### src/rtl/ring_counter_gen.sv
// Ring / Johnson shift-register sequencer with run-time mode and direction,
// synchronous load, up-sequence position index, wrap pulse and sticky illegal-state flag.
module ring_counter_gen #(
   parameter int WIDTH = 4,
   parameter int PW    = $clog2(2*WIDTH)
) (
   input  logic             clk,
   input  logic             rst,
   input  logic             en,
   input  logic             dir,
   input  logic             mode,
   input  logic             load,
   input  logic [WIDTH-1:0] load_val,
   input  logic             clr_err,
   output logic [WIDTH-1:0] q,
   output logic [PW-1:0]    pos,
   output logic             wrap,
   output logic             err
);

   localparam logic [WIDTH-1:0] RST_STATE = {1'b1, {(WIDTH-1){1'b0}}};
   localparam logic [WIDTH-1:0] ONE       = {{(WIDTH-1){1'b0}}, 1'b1};
   localparam logic [WIDTH-1:0] ONES      = '1;

   // Johnson states are thermometer codes: ones anchored at the LSB (0000..1111)
   // or ones anchored at the MSB (1110..1000); ring states are one-hot.
   function automatic logic is_legal(input logic [WIDTH-1:0] v, input logic md);
      logic ok;
      ok = 1'b0;
      if (!md) begin
         for (int i = 0; i < WIDTH; i++)
            if (v == (ONE << i)) ok = 1'b1;
      end else begin
         for (int n = 0; n <= WIDTH; n++)
            if (v == (ONES >> (WIDTH - n))) ok = 1'b1;
         for (int n = 1; n < WIDTH; n++)
            if (v == ~(ONES >> n)) ok = 1'b1;
      end
      return ok;
   endfunction

   function automatic logic [PW-1:0] pos_of(input logic [WIDTH-1:0] v, input logic md);
      logic [PW-1:0] p;
      p = '0;
      if (!md) begin
         for (int i = 0; i < WIDTH; i++)
            if (v == (ONE << i)) p = PW'((i + 1) % WIDTH);
      end else begin
         for (int n = 0; n <= WIDTH; n++)
            if (v == (ONES >> (WIDTH - n))) p = PW'(n + 1);
         for (int n = 1; n < WIDTH; n++)
            if (v == ~(ONES >> n)) p = PW'((2*WIDTH + 1 - n) % (2*WIDTH));
      end
      return p;
   endfunction

   logic [WIDTH-1:0] q_nxt;
   logic             wrap_nxt;
   logic             err_set;

   // NOTE: every signal driven here gets a default first, so no path leaves it unassigned (no latch).
   always_comb begin
      q_nxt    = q;
      wrap_nxt = 1'b0;
      err_set  = 1'b0;
      if (load) begin
         if (is_legal(load_val, mode)) begin
            q_nxt = load_val;
         end else begin
            q_nxt   = RST_STATE;
            err_set = 1'b1;
         end
      end else if (!is_legal(q, mode)) begin
         q_nxt   = RST_STATE;
         err_set = 1'b1;
      end else if (en) begin
         if (!dir) begin
            q_nxt    = {q[WIDTH-2:0], mode ? ~q[WIDTH-1] : q[WIDTH-1]};
            wrap_nxt = (q_nxt == RST_STATE);
         end else begin
            q_nxt    = {mode ? ~q[0] : q[0], q[WIDTH-1:1]};
            wrap_nxt = (q == RST_STATE);
         end
      end
   end

   // NOTE: registered state uses non-blocking assignments so every flop samples pre-edge values.
   always_ff @(posedge clk) begin
      if (rst) begin
         q    <= RST_STATE;
         pos  <= '0;
         wrap <= 1'b0;
         err  <= 1'b0;
      end else begin
         q    <= q_nxt;
         pos  <= pos_of(q_nxt, mode);
         wrap <= wrap_nxt;
         // A fresh error wins over clr_err on the same edge.
         err  <= err_set | (err & ~clr_err);
      end
   end

endmodule

### config.mk
export PLATFORM = sky130hd
export DESIGN_NAME = ring_counter_gen
export DESIGN_NICKNAME = d
export VERILOG_FILES = /design/src/rtl/ring_counter_gen.sv
export SDC_FILE = /design/constraint.sdc
export NUM_CORES = 1
export LEC_CHECK = 0
export BUFFER_PORTS_ARGS = -buffer_cell sky130_fd_sc_hd__buf_2
export CAP_MARGIN = 20
export CELL_PAD_IN_SITES_DETAIL_PLACEMENT = 0
export CELL_PAD_IN_SITES_GLOBAL_PLACEMENT = 1
export CORE_AREA = 10 10 55 57
export CTS_BUF_LIST = sky130_fd_sc_hd__clkbuf_8
export CTS_CLUSTER_DIAMETER = 100
export DETAILED_ROUTE_END_ITERATION = 10
export DIE_AREA = 0 0 65 67
export PLACE_DENSITY = 0.79
export SLEW_MARGIN = 20
export SYNTH_ARGS = -nofsm -noshare
export SYNTH_HDL_FRONTEND = slang
export SYNTH_SLANG_ARGS = --single-unit
### constraint.sdc
create_clock -name clk -period 2.3 [get_ports clk]
set_input_delay 0.23 -clock clk [delete_from_list [all_inputs] [get_ports clk]]
set_output_delay 0.23 -clock clk [all_outputs]
set_load 0.005 [all_outputs]
==> flow_metrics.env <==
export IMPL_grt_total_usage_pct=8.69
export IMPL_maxSlewViolCount=0
export IMPL_synth_ff_type="dfxtp_1"
export IMPL_synth_area_um2=717
export IMPL_m1WireLength_um=831
export IMPL_dieArea_um2=4360
export IMPL_synth_fp_nets=100
export IMPL_async_flop_share_pct=0
export IMPL_gp_congestion=0.809
export IMPL_cpLargestDelayFamily="compound AO/OA/AOI/OAI gates"
export IMPL_wl_met3_um=60
export IMPL_rrSetupSlack_ns=0.23
export IMPL_crit_path_max_fanout=7
export IMPL_drive_gt1_share_pct=30.6
export IMPL_fin_nets=123
export IMPL_hold_slack_ns=0.259
export IMPL_skew_ns=0.00110
export IMPL_grt_pass1_wl_mm=3.15
export IMPL_first_pass_iters=3
export IMPL_netlist_instances=89
export IMPL_initial_utilization_pct=36.9
export IMPL_period_needed_ns=2.07
export IMPL_ys_seq_area_share_pct=25.1
export IMPL_port_buffer_count=19
export IMPL_root_buffer="clkbuf_8"
export IMPL_clk_latency_ns=0.23
export IMPL_regToRegEndpoint="pos[0]"
export IMPL_vias=689
export IMPL_dp_hpwl_mm=1.36
export IMPL_hold_viol_final=0
export IMPL_synth_edf_count=0
export IMPL_synth_warning_count=0
export IMPL_rsz0062_at_grt="false"
export IMPL_ctsHoldBuffers=0
export IMPL_whs_path_depth=2
export IMPL_path_class="flop to flop"
export IMPL_cts_tree="done"
export IMPL_cts_clk_slew_worst_paths_ns=0.05
export IMPL_setup_viol=0
export IMPL_reg2reg_from="q[3]"
export IMPL_path_buf_inv=0
export IMPL_routed_via_density=4.99
export IMPL_hp_start="rst"
export IMPL_ir_drop_mv=0.378
export IMPL_gr_total_overflow=0
export IMPL_rows=16
export IMPL_wl_per_cell_um=12.6
export IMPL_htreeDepth=1
export IMPL_core_region_area_um2=1940
export IMPL_hold_path_class="primary input to flop"
export IMPL_cp_arrival_ns=2.19
export IMPL_required_ns=2.42
export IMPL_grt_max_degree=18
export IMPL_wl_met2_um=836
export IMPL_finalCritPeriodShare_pct=90.1
export IMPL_fin_setup_tns_ns=0
export IMPL_critPathMaxStageDelay_ns=0.55
export IMPL_dr_max_layer_used="met4"
export IMPL_hold_end="pos[0]"
export IMPL_syn_area_per_cell_um2=8.06
export IMPL_r2r_cells=7
export IMPL_dieWidth_um=65
export IMPL_antenna_found_initial=0
export IMPL_cts_sinks=9
export IMPL_cts_setup_buffers=0
export IMPL_cp_slowest_cell="or4b_4"
export IMPL_die_y_um=67
export IMPL_drc=0
export IMPL_leakage_uw=0.000407
export IMPL_insertedDiodeCount=0
export IMPL_yosysUniqueCellTypes=42
export IMPL_fin_util_pct=45.9
export IMPL_power_density_nw_per_um2=577
export IMPL_fillers=206
export IMPL_worst_pin_slew_ns=0.442
export IMPL_drt_wl_total_mm=1.74
export IMPL_grt_pass1_vias=731
export IMPL_status="completed"
export IMPL_cts_buffers_inserted=3
export IMPL_drv_cap=0
export IMPL_area_growth_pct=24.4
export IMPL_cp_start_kind="flop"
export IMPL_slew_headroom_pct=70.5
export IMPL_drtAntennaViolNets=0
export IMPL_ys_seq_elements=9
export IMPL_ios=20
export IMPL_fmaxAchievable_ghz=0.482
export IMPL_drtIter0Drc=11
export IMPL_crit_chain="or4b_4 > o31ai_2 > o31ai_1 > o31a_1 > xnor2_2 > a41oi_1 > a21oi_1"
export IMPL_fin_total_pwr_uw=515
export IMPL_cts_buffer_depth=2
export IMPL_critPathCaptureType="flop"
==> layout make-up <==
cell class,count,area [um2],area share [%]
clock buffer,3,41.3,4.63
clock inverter,1,5.00,0.561
inverter,5,18.8,2.10
multi-input combinational,70,487,54.6
sequential,9,181,20.3
tap,27,33.8,3.79
timing repair buffer,23,125,14.0
==> repair_timing <==
item / in CTS / in global routing
setup endpoints to repair: 0 / 2
gates resized for setup: 0 / 1
hold endpoints to repair: 0 / 0
==> stage by stage <==
stage / std cells / area [um2] / setup slack, ns
finish: 138 / 892 / 0.227
global placement: 134 / 845 / 0.173
detailed placement: 134 / 845 / 0.116
global route: 138 / 892 / 0.0468
floorplan: 89 / 717 / 0.254
CTS: 138 / 891 / 0.142
==> cell usage after synthesis (2+ instances only) <==
cell | n | share of area, %
nand2b_1 | 2 | 1.7
nor2_1 | 8 | 4.2
nor2b_1 | 8 | 7.0
o22a_1 | 2 | 2.4
mux2i_1 | 4 | 5.6
nand2_1 | 6 | 3.1
o21ai_0 | 4 | 2.8
inv_1 | 5 | 2.6
xor2_1 | 3 | 3.7
o31ai_1 | 2 | 2.1
dfxtp_1 | 9 | 25
a21oi_1 | 6 | 4.2
==> power breakdown <==
group / switching [uW] / internal, uW / total (uW)
Combinational: 78.0 / 75.2 / 153
Sequential: 11.5 / 170 / 181
Clock: 62.5 / 118 / 181
Total: 152 / 363 / 515
==> registers in the layout, indices dropped and copies added, names as in the netlist <==
signal / cells
q: 4
pos: 3
err: 1
wrap: 1
==> how the worst max path moves through the flow <==
stage                     slack, ns  from  cells after the start      to
after floorplan                0.25  q[3]                      8  pos[0]
after global placement         0.17  mode                      8  pos[0]
after detailed placement       0.12  mode                      8  pos[0]
after CTS                      0.14  q[1]                      7  pos[0]
after global routing           0.05  q[2]                      8  pos[1]
final                          0.23  q[3]                      7  pos[0]
==> per-layer routing <==
layer  vias to the layer above  global-route usage (%)
met5                         -                       0
met4                         0                    3.21
met3                         2                    2.34
met2                        12                    15.0
met1                       313                    9.99
li1                        362                       -
==> worst register-to-register path, stage by stage (launching register included) <==
cell and delay [ns]:
dfxtp_1 0.35, or4b_4 0.55, o31ai_2 0.10, o31ai_1 0.12, o31a_1 0.39, xnor2_2 0.17
a41oi_1 0.21, a21oi_1 0.08
==> cells by family (layout without fill, tap and decap cells) <==
group	Yosys count	count (layout)	synth area share (%)
and+or+nand+nor	36	36	29.7
xor gates and xnor gates	5	5	7.16
buffers and inverters	10	32	6.98
AOI/OAI and AO/OA	25	25	25.5
DFF	9	9	25.1
muxes	4	4	5.58
==> layout by cell type (no fill, tap or decap), types with 2 or more instances in the layout <==
| master | netlist | layout |
|---|---|---|
| clkbuf_8 | 0 | 3 |
| dfxtp_1 | 9 | 8 |
| inv_1 | 5 | 5 |
| xor2_1 | 3 | 3 |
| mux2i_1 | 4 | 4 |
| nand2_1 | 6 | 6 |
| nor2b_1 | 8 | 8 |
| o22a_1 | 2 | 2 |
| buf_2 | 1 | 19 |
| nor2_1 | 8 | 8 |
| a21oi_1 | 6 | 6 |
| o31ai_1 | 2 | 2 |
| nand2b_1 | 2 | 2 |
| buf_4 | 1 | 4 |
| o21ai_0 | 4 | 4 |
Power figures use the tool's default switching activity.
